`config.mk`:
```
export PLATFORM = sky130hd
export DESIGN_NAME = pong_game_ctrl
export DESIGN_NICKNAME = d
export VERILOG_FILES = /design/src/rtl/pong_pkg.sv /design/src/rtl/pong_game_ctrl_bcd2.sv /design/src/rtl/pong_game_ctrl.sv
export SDC_FILE = /design/constraint.sdc
export NUM_CORES = 1
export LEC_CHECK = 0
export CAP_MARGIN = 10
export CORE_MARGIN = 2
export CORE_UTILIZATION = 46
export CTS_CLUSTER_DIAMETER = 100
export DETAILED_ROUTE_END_ITERATION = 8
export HOLD_SLACK_MARGIN = 0.02
export PLACE_DENSITY_LB_ADDON = 0.25
export SETUP_SLACK_MARGIN = 0.5
export SYNTH_ARGS = -nofsm -noshare
export SYNTH_HDL_FRONTEND = slang
export SYNTH_HIERARCHICAL = 1
export SYNTH_SLANG_ARGS = --single-unit
```
`constraint.sdc`:
```
create_clock -name clk -period 2.05 [get_ports clk]
set_input_delay 0.41 -clock clk [delete_from_list [all_inputs] [get_ports clk]]
set_output_delay 0.41 -clock clk [all_outputs]
set_load 0.005 [all_outputs]
```
`src/rtl/pong_pkg.sv`:
```
`default_nettype none
// ============================================================================
// Module      : pong_pkg
// Description : Shared types and constants for the pong game controller:
//               game phase encoding, text overlay enable bit positions and
//               the BCD digit width.
// Revision    : 1.0 - initial release
// ============================================================================
package pong_pkg;

    // Game phase
    typedef enum logic [1:0] {
        ST_NEWGAME = 2'd0,
        ST_PLAY    = 2'd1,
        ST_NEWBALL = 2'd2,
        ST_OVER    = 2'd3
    } state_t;

    // Bit positions inside the text overlay enable mask
    localparam int TXT_SCORE = 3;
    localparam int TXT_LOGO  = 2;
    localparam int TXT_RULE  = 1;
    localparam int TXT_OVER  = 0;
    localparam int TXT_W     = 4;

    // Width of one BCD score digit
    localparam int DIG_W = 4;

endpackage : pong_pkg
`default_nettype wire

```
`src/rtl/pong_game_ctrl_bcd2.sv`:
```
`default_nettype none
// ============================================================================
// Module      : bcd2_counter
// Description : Two-digit BCD counter, 00..99 with wrap back to 00.
//               clr has priority over inc.
// Revision    : 1.0 - initial release
// ============================================================================
module bcd2_counter
    import pong_pkg::*;
(
    input  logic             clk,
    input  logic             reset,
    input  logic             clr,
    input  logic             inc,
    output logic [DIG_W-1:0] dig0,
    output logic [DIG_W-1:0] dig1
);

    logic [DIG_W-1:0] dig0_q, dig0_d;
    logic [DIG_W-1:0] dig1_q, dig1_d;

    // Next-digit computation: units wrap at 9 and carry into tens, tens wrap at 9
    always_comb begin
        dig0_d = dig0_q;
        dig1_d = dig1_q;
        if (clr) begin
            dig0_d = '0;
            dig1_d = '0;
        end else if (inc) begin
            if (dig0_q == 4'd9) begin
                dig0_d = '0;
                dig1_d = (dig1_q == 4'd9) ? 4'd0 : dig1_q + 4'd1;
            end else begin
                dig0_d = dig0_q + 4'd1;
            end
        end
    end

    // Digit registers
    always_ff @(posedge clk or negedge reset) begin
        if (!reset) begin
            dig0_q <= '0;
            dig1_q <= '0;
        end else begin
            dig0_q <= dig0_d;
            dig1_q <= dig1_d;
        end
    end

    assign dig0 = dig0_q;
    assign dig1 = dig1_q;

endmodule : bcd2_counter
`default_nettype wire

```
`src/rtl/pong_game_ctrl.sv`:
```
`default_nettype none
// ============================================================================
// Module      : pong_game_ctrl
// Description : Game sequencer for pong. Tracks the game phase, balls left,
//               BCD score and the NEWBALL/OVER wait timer; drives the text
//               overlay enables and the graphics freeze signal.
// Revision    : 1.0 - initial release
// ============================================================================
module pong_game_ctrl
    import pong_pkg::*;
#(
    parameter int BALLS   = 3,
    parameter int TIMEOUT = 120
) (
    input  logic             clk,
    input  logic             reset,
    input  logic             refr_tick,
    input  logic [1:0]       btn,
    input  logic             hit,
    input  logic             miss,
    output logic             graph_still,
    output logic [1:0]       ball,
    output logic [DIG_W-1:0] dig0,
    output logic [DIG_W-1:0] dig1,
    output logic [TXT_W-1:0] text_en
);

    localparam logic [1:0] c_ball_init = 2'(BALLS);
    localparam logic [6:0] c_timeout   = 7'(TIMEOUT);

    state_t     state_q, state_d;
    logic [1:0] ball_q, ball_d;
    logic [6:0] timer_q, timer_d;
    logic [1:0] btn_q, btn_d;

    logic w_press;
    logic w_timer_load;
    logic w_timer_done;
    logic w_score_clr;
    logic w_score_inc;

    // Rising edge on any button; a held button does not re-trigger
    assign w_press      = |(btn & ~btn_q);
    assign w_timer_done = (timer_q == 7'd0);
    assign btn_d        = btn;

    // Phase transitions, ball accounting and score control
    always_comb begin
        state_d      = state_q;
        ball_d       = ball_q;
        w_timer_load = 1'b0;
        w_score_clr  = 1'b0;
        w_score_inc  = 1'b0;
        case (state_q)
            ST_NEWGAME: begin
                if (w_press) begin
                    ball_d  = ball_q - 2'd1;
                    state_d = ST_PLAY;
                end
            end
            ST_PLAY: begin
                w_score_inc = hit;
                if (miss) begin
                    w_timer_load = 1'b1;
                    if (ball_q == 2'd0) begin
                        state_d = ST_OVER;
                    end else begin
                        ball_d  = ball_q - 2'd1;
                        state_d = ST_NEWBALL;
                    end
                end
            end
            ST_NEWBALL: begin
                // Presses during the wait are dropped, not remembered
                if (w_timer_done && w_press) begin
                    state_d = ST_PLAY;
                end
            end
            ST_OVER: begin
                if (w_timer_done) begin
                    state_d     = ST_NEWGAME;
                    ball_d      = c_ball_init;
                    w_score_clr = 1'b1;
                end
            end
            default: state_d = ST_NEWGAME;
        endcase
    end

    // Wait timer: load beats a coincident refresh tick; stops at zero
    always_comb begin
        timer_d = timer_q;
        if (w_timer_load) begin
            timer_d = c_timeout;
        end else if (refr_tick && !w_timer_done) begin
            timer_d = timer_q - 7'd1;
        end
    end

    // Controller state registers
    always_ff @(posedge clk or negedge reset) begin
        if (!reset) begin
            state_q <= ST_NEWGAME;
            ball_q  <= c_ball_init;
            timer_q <= '0;
            btn_q   <= '0;
        end else begin
            state_q <= state_d;
            ball_q  <= ball_d;
            timer_q <= timer_d;
            btn_q   <= btn_d;
        end
    end

    // Moore decode of the overlay mask from the current phase
    always_comb begin
        text_en = '0;
        case (state_q)
            ST_NEWGAME: begin
                text_en[TXT_SCORE] = 1'b1;
                text_en[TXT_LOGO]  = 1'b1;
                text_en[TXT_RULE]  = 1'b1;
            end
            ST_PLAY, ST_NEWBALL: begin
                text_en[TXT_SCORE] = 1'b1;
            end
            ST_OVER: begin
                text_en[TXT_SCORE] = 1'b1;
                text_en[TXT_OVER]  = 1'b1;
            end
            default: text_en = '0;
        endcase
    end

    assign graph_still = (state_q != ST_PLAY);
    assign ball        = ball_q;

    bcd2_counter u_score (
        .clk   (clk),
        .reset (reset),
        .clr   (w_score_clr),
        .inc   (w_score_inc),
        .dig0  (dig0),
        .dig1  (dig1)
    );

endmodule : pong_game_ctrl
`default_nettype wire

```
==> results of run 1 <==
## through the flow
stage	util (%)	cell area (µm²)	total power, mW
5_1_grt	73.43	1819	2.222
2_1_floorplan	-	1234	1.115
4_1_cts	70.30	1742	1.943
6_report	73.43	1819	2.062
3_5_place_dp	58.64	1453	1.413
3_3_place_gp	58.64	1453	1.381
## how the worst min path moves through the flow
stage / startpoint / cells past startpoint / end
finish: reset / 2 / u_score/dig1[0]
floorplan: reset / 0 / btn_q[0]
detailed placement: timer_q[6] / 2 / timer_q[6]
global placement: timer_q[6] / 2 / timer_q[6]
global route: reset / 2 / timer_q[6]
CTS: reset / 2 / timer_q[6]
## layer usage
layer / routed length (µm) / vias up / track usage [%]
met2: 1618 / 36 / 38.27
met5: 0 / - / 0
met4: 79 / 0 / 8.362
met3: 141 / 11 / 4.918
met1: 1338 / 544 / 26.52
li1: - / 540 / -
## final cells by class
| type | instances | area, µm² |
|---|---|---|
| inverters | 12 | 45.04 |
| well taps | 30 | 37.54 |
| flip-flops and latches | 21 | 531.8 |
| multi-input cells | 86 | 691.9 |
| clock buffers | 3 | 22.52 |
| clock inverters | 1 | 7.507 |
| repair buffers | 55 | 483.0 |
| fillers | 176 | 658.1 |
## Yosys cell counts (2+ instances only)
library cell   n
o21ai_0        7
buf_4          3
dfrtp_1       19
nor2b_1        3
buf_2          2
a21oi_1        4
nand3b_1       4
nand2b_1       3
nand2_1        8
dfstp_2        2
ha_1           7
xnor2_1        2
nand3_1        3
o2111ai_1      2
xor2_1         3
inv_1         12
mux2i_1        2
and2_1         3
and4b_1        2
nor2_1         7
a22o_1         3
nor3_1         4
or4_1          2
## critical path, delay by kind of cell, from the launching register on
| kind | cells | cell delay [ns] |
|---|---|---|
| buffers and inverters | 1 | 0.17 |
| flip-flops | 1 | 0.42 |
| AND/OR/NAND/NOR | 3 | 1.18 |
## repair_timing
item	in CTS	in global routing
setup endpoints to repair	32	26
gates resized for setup	50	13
buffers inserted	26	5
cloned	0	0
pin swaps	5	7
## registers in the layout (all words and copies together), names as in the netlist
signal / cells
ball: 2
u_score/dig0: 4
timer_q: 7
u_score/dig1: 4
state_q: 2
btn_q: 2
## cell families after synthesis
logic type / after synthesis / share of synthesized area (%)
mux: 3 / 2.585
buf+inv: 18 / 6.721
compound gates: 26 / 14.79
fa+ha+maj: 7 / 7.239
flops: 21 / 43.64
other cells: 1 / 0.3099
simple gates: 44 / 21.10
xor+xnor: 5 / 3.620
## power by group through the flow
stage	clock (mW)	combinational [mW]	sequential, mW
finish	0.217	1.17	0.676
global route	0.246	1.28	0.698
CTS	0.218	1.06	0.665
detailed placement	0	0.673	0.739
global placement	0	0.644	0.737
floorplan	0	0.401	0.713
==> impl_metrics.yaml, run 1 <==
run_status:
  run_status: "finished clean"
floorplanning:
  design.die.area_mm2: 0.003056
  core_area_mm2: 0.002477
  die_x_um: 55.29
  pin_count: 22
  die_h_um: 55.29
  row_count: 18
  initial_utilization_pct: 48.84
pwr:
  clkPwrFrac_pct: 10.5
  power.switching_uw: 773.6
  sw_frac_of_total_pct: 37.52
  p_int_mw: 1.289
  combPwrFrac_pct: 56.7
  p_seq_share_pct: 32.8
  vdd_drop_max_v: 0.0008895
  pwr_density_cell_mw_per_mm2: 1133
  leakagePower_nw: 0.8503
synthesis:
  synthCells: 125
  ys_types: 41
  ys_ff_latch: 21
  synth_largest_area_cell: "dfrtp_1"
  synth_ff_type: "dfrtp_1"
  netlist_area_mm2: 0.001210
  synth_seq_area_share_pct: 43.64
  ys_top_cells_by_area: "dfrtp_1, ha_1, dfstp_2"
  synth-async-reset-ratio_pct: 100.0
  synth_edf_count: 0
  synth_fp_nets: 139
  ys_warn_count: 6
  avgSynthCellArea_um2: 9.679
  synth_top_area_share_pct: 39.30
worst_setup_path:
  end_kind: "register"
  crit_slowest_cell: "or4_4"
  cp-start-kind: "register"
  worstReg2RegStart: "timer_q[5]"
  arrival_ns: 2.09
  crit_end: "timer_q[6]"
  worstPathRequired_ns: 2.32
  critPathMaxFanout: 8
  path_class: "register to register"
  crit_chain: "or4_4 -> buf_6 -> or4_1 -> nand3_1"
  crit_path_start: "timer_q[5]"
  critPathMaxStageDelay_ns: 0.57
  rr_worst_depth: 4
  r2r_slack_ns: 0.23
  timing.rr.end: "timer_q[6]"
sta:
  finalWorstSetupSlack_ns: 0.2312
  fin_crit_ns: 1.819
  setup_viol: 0
  fmax_mhz: 549.8
  skew_ns: 0.02096
  hold_slack_ns: 0.4018
  finalMaxSlewViolations: 0
  grt_setup_unrepaired: "true"
  setup_tns_ns: 0
  min_period_over_period_pct: 88.72
  finalHoldViolations: 0
routing:
  routed_via_density: 5.438
  wire_per_inst_um: 15.28
  drtPass1Iterations: 4
  drt_iter0_drc: 18
  ant_nets: 0
  remaining_drc_errors: 0
  routed_wl_mm: 3.178
  via_count: 1131
global_routing:
  antenna_found_initial: 0
  grt_max_degree: 22
  grt_pass1_wl_mm: 5.395
  grt_pass1_vias: 1187
  track_usage_pct: 22.05
  overflow: 0
final_layout:
  syn_to_final_growth_pct: 50.36
  nets: 193
  final_common_cell: "buf_4"
  final_cell_mix: "buf_4, dfrtp_1, inv_1, buf_6"
  drive_gt1_share_pct: 39.89
  n_antenna_cell: 0
  instances_no_fill: 208
clock_network:
  cts_hold_buf: 0
  cts_tree: "yes"
  clock-sinks: 21
  clockBufferDepth: 2
  cts_buffers: 3
  htreeDepth: 1
  path_clk_slew_ns: 0.14
  clk_latency_ns: 0.32
  root_buffer: "clkbuf_4"
place:
  dp.cells: 173
  port_buffers: 20
  post-place-ws_ns: 0.1873
  dp_hpwl_mm: 1.758
  gp_congestion: 0.7421
run:
  drv_cap: 0
min_path:
  hp-class: "input port to asynchronous set/reset pin"
No activity file was read; power rests on OpenSTA's default activity.
==> inputs of run 2 (changes only) <==
Settings changed: CORE_MARGIN 2 to not set.
==> run 2 against run 1 <==
Critical path depth rose by 2. Clock power fell by 2%. Register-to-register slack worse by 0.03 ns. Cell count rose by 2.9%. Utilization grew 3.8 points. Routed wire length increased by 5.2%. Clock-buffer cell count grew 1. Sequential share of layout area shrank 1.5 points. Global-route usage rose by 1.8 points. First-iteration DRC count up 50%. Hold slack better by 0.0075 ns. Critical path type unchanged. Highest routed layer unchanged.
==> impl_metrics.yaml, run 2 (synthesis results as in run 1) <==
floorplanning:
  initial_utilization_pct: 48.84
  core_area_mm2: 0.002477
  die_h_um: 53.29
  die_x_um: 53.29
  design.die.area_mm2: 0.002839
  row_count: 18
  pin_count: 22
global_routing:
  grt_pass1_wl_mm: 4.719
  grt_pass1_vias: 1030
  track_usage_pct: 23.85
  antenna_found_initial: 0
  overflow: 0
  grt_max_degree: 22
worst_setup_path:
  worstReg2RegStart: "timer_q[5]"
  crit_slowest_cell: "or4_4"
  cp-start-kind: "register"
  path_class: "register to register"
  r2r_slack_ns: 0.20
  rr_worst_depth: 6
  critPathMaxFanout: 5
  arrival_ns: 2.08
  worstPathRequired_ns: 2.28
  timing.rr.end: "u_score/dig1[2]"
  critPathMaxStageDelay_ns: 0.56
  end_kind: "register"
  crit_chain: "or4_4 -> nor3_4 -> buf_4 -> buf_6 -> a311oi_2 -> a31o_1"
pwr:
  leakagePower_nw: 0.9311
  total_power_mw: 2.119
  vdd_drop_max_v: 0.0009438
  pwr_density_cell_mw_per_mm2: 1107
routing:
  drt_iter0_drc: 27
  routed_wl_mm: 3.343
  wl_met1_mm: 1.501
  wl_met3_um: 132
  drtPass1Iterations: 4
  topRoutingLayerUsed: "met4"
  routed_via_density: 5.430
  wire_per_inst_um: 15.62
  via_count: 1162
  ant_nets: 0
  remaining_drc_errors: 0
  met2WireLength_mm: 1.603
final_layout:
  n_antenna_cell: 0
  drive_gt1_share_pct: 42.39
  final_cell_mix: "buf_4, dfrtp_1, buf_6"
  largest_reg_flops: 7
  syn_to_final_growth_pct: 58.22
  nets: 199
  regMostFlops: "timer_q"
  final_common_cell: "buf_4"
sta:
  finalMaxSlewViolations: 0
  grt_setup_unrepaired: "true"
  setup_viol: 0
  setup_tns_ns: 0
  fmax_mhz: 540.1
  fin_crit_ns: 1.852
  skew_ns: 0.004155
  min_period_over_period_pct: 90.32
  finalHoldViolations: 0
clock_network:
  clk_latency_ns: 0.32
  clockBufferDepth: 2
  cts_tree: "yes"
  htreeDepth: 1
  cts_hold_buf: 0
  path_clk_slew_ns: 0.12
  clock-sinks: 21
  cts_buffers: 3
  root_buffer: "clkbuf_4"
place:
  dp_hpwl_mm: 1.802
  port_buffers: 20
  gp_congestion: 0.7601
run:
  drv_cap: 0
min_path:
  hp-class: "input port to asynchronous set/reset pin"
run_status:
  run_status: "finished clean"
==> run 2: cell count changes in the layout (fill, tap and decap cells not counted), moves of 2 or more <==
cell and delta:
clkbuf_2 +3, o21ai_0 -3, o21ai_1 +2, dlymetal6s2s_1 +2, buf_2 -2, buf_6 +3
buf_4 +3, clkdlybuf4s15_1 -2
==> run 2: power breakdown <==
group | total, mW | internal (mW) | leakage (nW) | switching [mW]
Sequential | 0.689 | 0.573 | 0.246 | 0.115
Combinational | 1.22 | 0.660 | 0.670 | 0.558
Clock | 0.212 | 0.0764 | 0.0150 | 0.136
==> run 2: metal layers <==
layer | up-vias | track usage [%]
met5 | - | 0
met4 | 0 | 12.28
met3 | 8 | 2.586
met2 | 31 | 42.71
met1 | 567 | 27.42
li1 | 556 | -
==> run 2: how the worst max path moves through the flow <==
stage / from / to / depth (start not counted)
final: timer_q[5] / u_score/dig1[2] / 6
after global routing: timer_q[5] / u_score/dig1[2] / 6
after CTS: timer_q[4] / u_score/dig1[3] / 4
after detailed placement: timer_q[5] / timer_q[6] / 4
after global placement: timer_q[5] / u_score/dig0[2] / 5
after floorplan: timer_q[5] / u_score/dig1[3] / 6
==> run 2: area by class of cell <==
| cell class | instances | area, µm² |
|---|---|---|
| Fill cell | 153 | 563.0 |
| Inverter | 12 | 45.04 |
| Clock buffer | 4 | 26.28 |
| Tap cell | 30 | 37.54 |
| Sequential cell | 21 | 530.5 |
| Timing Repair Buffer | 61 | 528.0 |
| Multi-Input combinational cell | 86 | 747.0 |
==> run 2: metrics by stage <==
stage	hold WS, ns	instances	instance area [µm²]	worst slack (ns)	utilization (%)
after floorplan	0.1144	125	1234	0.2127	-
after global placement	0.5137	174	1460	0.2252	58.94
after detailed placement	0.5245	174	1460	0.1934	58.94
after CTS	0.4325	200	1742	0.2506	70.30
after global routing	0.4564	214	1914	0.1073	77.27
final	0.4093	214	1914	0.1983	77.27
==> run 2: critical path, delay by kind of cell (launching register included) <==
kind	cells	cell delay (ns)
buf+inv	2	0.26
simple gates	2	0.87
flops	1	0.40
compound gates	2	0.23
==> run 2: what timing repair did <==
item | CTS | global route
buffers inserted | 22 | 14
gates cloned | 0 | 0
resized for setup | 42 | 27
pin swaps | 14 | 7
setup endpoints to repair | 32 | 25
==> inputs of run 3 (changes only) <==
Settings changed: ABC_AREA set to 1, CORE_UTILIZATION 46 to 47.
==> run 3 against run 2 <==
Critical path depth is 1 lower. Global-route usage is 2.4 points lower. Cell area is 3.5% lower. Hold slack better by 0.031 ns. Synthesized cell count is 34% higher. Non-clock buffer count is 13 lower. Power is 15% higher. Largest power group unchanged.
==> impl_metrics.yaml, run 3 <==
floorplanning:
  core_area_mm2: 0.002545
  pin_count: 22
  row_count: 18
  die_x_um: 54.62
  initial_utilization_pct: 51.13
  design.die.area_mm2: 0.002983
  die_h_um: 54.62
sta:
  min_period_over_period_pct: 77.11
  finalHoldViolations: 0
  fmax_mhz: 632.6
  skew_ns: 0.006233
  finalMaxSlewViolations: 0
  fin_crit_ns: 1.581
  setup_tns_ns: 0
  grt_setup_unrepaired: "true"
  setup_viol: 0
final_layout:
  multi_input_area_um2: 742.0
  syn_to_final_growth_pct: 41.92
  regMostFlops: "timer_q"
  nFillCells: 193
  final_cell_mix: "nand2_1, buf_4, inv_1"
  nets: 232
  post-route-util_pct: 72.57
  drive_gt1_share_pct: 38.71
  n_antenna_cell: 0
  largest_reg_flops: 7
  final_common_cell: "nand2_1"
  regArea_um2: 533.0
synthesis:
  synth_fp_nets: 181
  ys_warn_count: 6
  synth-async-reset-ratio_pct: 100.0
  synthMuxAreaShare_pct: 0
  synth_top_family_by_area: "simple AND/OR/NAND/NOR gates"
  yosysMostFrequentCell: "nand2_1"
  synth_commonest_cells: "nand2_1, inv_1, dfrtp_1"
  netlist_area_mm2: 0.001301
  synth_seq_area_share_pct: 40.58
  ys_types: 25
  synth_fa_ha_area_share_pct: 6.731
  synthSimpleGateAreaFrac_pct: 34.04
  ys_ff_latch: 21
  synth_top_area_share_pct: 36.54
  ys_top_cells_by_area: "dfrtp_1, nand2_1, nand3_1"
  synth_compound_area_share_pct: 6.827
  synth_edf_count: 0
  avgSynthCellArea_um2: 7.792
  synth_xor_area_share_pct: 2.019
  synth_ff_type: "dfrtp_1"
  synth_largest_area_cell: "dfrtp_1"
  synthCells: 167
pwr:
  leakagePower_nw: 0.9843
  vdd_drop_max_v: 0.001077
  pwr_density_cell_mw_per_mm2: 1314
  total_power_mw: 2.427
clock_network:
  cts_buffers: 3
  path_clk_slew_ns: 0.11
  cts_hold_buf: 0
  clock-sinks: 21
  clk_latency_ns: 0.29
  clockBufferDepth: 2
  htreeDepth: 1
  root_buffer: "clkbuf_4"
  cts_tree: "yes"
routing:
  routed_wl_mm: 3.093
  routed_via_density: 5.028
  wire_per_inst_um: 12.52
  remaining_drc_errors: 0
  drtPass1Iterations: 4
  via_count: 1242
  drt_iter0_drc: 26
  ant_nets: 0
worst_setup_path:
  r2r_slack_ns: 0.48
  crit_end: "graph_still"
  critPathMaxFanout: 3
  worstReg2RegStart: "timer_q[1]"
  arrival_ns: 1.17
  end_kind: "primary output"
  worstPathRequired_ns: 1.64
  rr_worst_depth: 11
  path_class: "register to primary output"
  timing.rr.end: "u_score/dig0[3]"
  crit_path_start: "state_q[0]"
  cp-start-kind: "register"
global_routing:
  grt_pass1_vias: 1153
  overflow: 0
  grt_max_degree: 22
  grt_pass1_wl_mm: 4.602
  antenna_found_initial: 0
  track_usage_pct: 21.45
place:
  port_buffers: 20
  dp_hpwl_mm: 1.889
  gp_congestion: 0.7830
run:
  drv_cap: 0
min_path:
  hp-class: "input port to asynchronous set/reset pin"
run_status:
  run_status: "finished clean"
run 3: logic make-up (layout without fill, tap and decap cells):
family	after synthesis	in the layout
buffers and inverters	31	81
DFF	21	21
AOI/OAI and AO/OA	13	13
and+or+nand+nor	91	91
adders and majority gates	7	7
other	1	1
xor gates and xnor gates	3	3
run 3: repair_timing:
item / in CTS / in global routing
buffers inserted: 18 / 9
gates resized for setup: 24 / 32
endpoints found under the setup margin: 21 / 19
pin swaps: 2 / 9
run 3: worst min-delay path by stage:
stage / slack (ns) / startpoint / to
global route: 0.49 / reset / btn_q[1]
detailed placement: 0.48 / ball[1] / ball[1]
global placement: 0.47 / ball[1] / ball[1]
CTS: 0.44 / reset / btn_q[1]
finish: 0.44 / reset / btn_q[1]
floorplan: 0.11 / reset / btn_q[0]
run 3: through the flow:
| step | cells | hold WS, ns | cell area (µm²) | setup WS [ns] |
|---|---|---|---|---|
| 3_5_place_dp | 216 | 0.4754 | 1534 | 0.3818 |
| 2_1_floorplan | 167 | 0.1144 | 1304 | 0.5114 |
| 3_3_place_gp | 216 | 0.4710 | 1534 | 0.4107 |
| 6_report | 247 | 0.4406 | 1847 | 0.4692 |
| 5_1_grt | 247 | 0.4908 | 1847 | 0.3644 |
| 4_1_cts | 238 | 0.4435 | 1704 | 0.2589 |
run 3: final cells by class:
class	instances	share of cell area, %
sequential	21	28.86
inverter	29	6.030
clock buffer	4	1.423
multi-input combinational	115	40.18
tap	30	2.033
timing repair buffer	48	21.48
run 3: routing by layer:
metal | vias up | wire length (µm) | GRT usage [%] | share of wire (%)
li1 | 621 | - | - | -
met5 | - | 0 | 0 | 0
met3 | 4 | 85 | 3.056 | 2.7
met1 | 596 | 1435 | 26.72 | 46
met2 | 21 | 1544 | 36.75 | 50
met4 | 0 | 27 | 8.547 | 0.87
run 3: power breakdown:
part,switching (mW),internal [mW],leakage [nW]
Clock,0.117,0.0755,0.0150
Combinational,0.796,0.737,0.728
Sequential,0.113,0.589,0.241
Total,1.03,1.40,0.984
run 3: critical path: stages (launching register included):
cell      delay, ns
dfrtp_2        0.42
buf_6          0.11
inv_2          0.05
nor2_4         0.14
inv_2          0.05
clkbuf_2       0.11
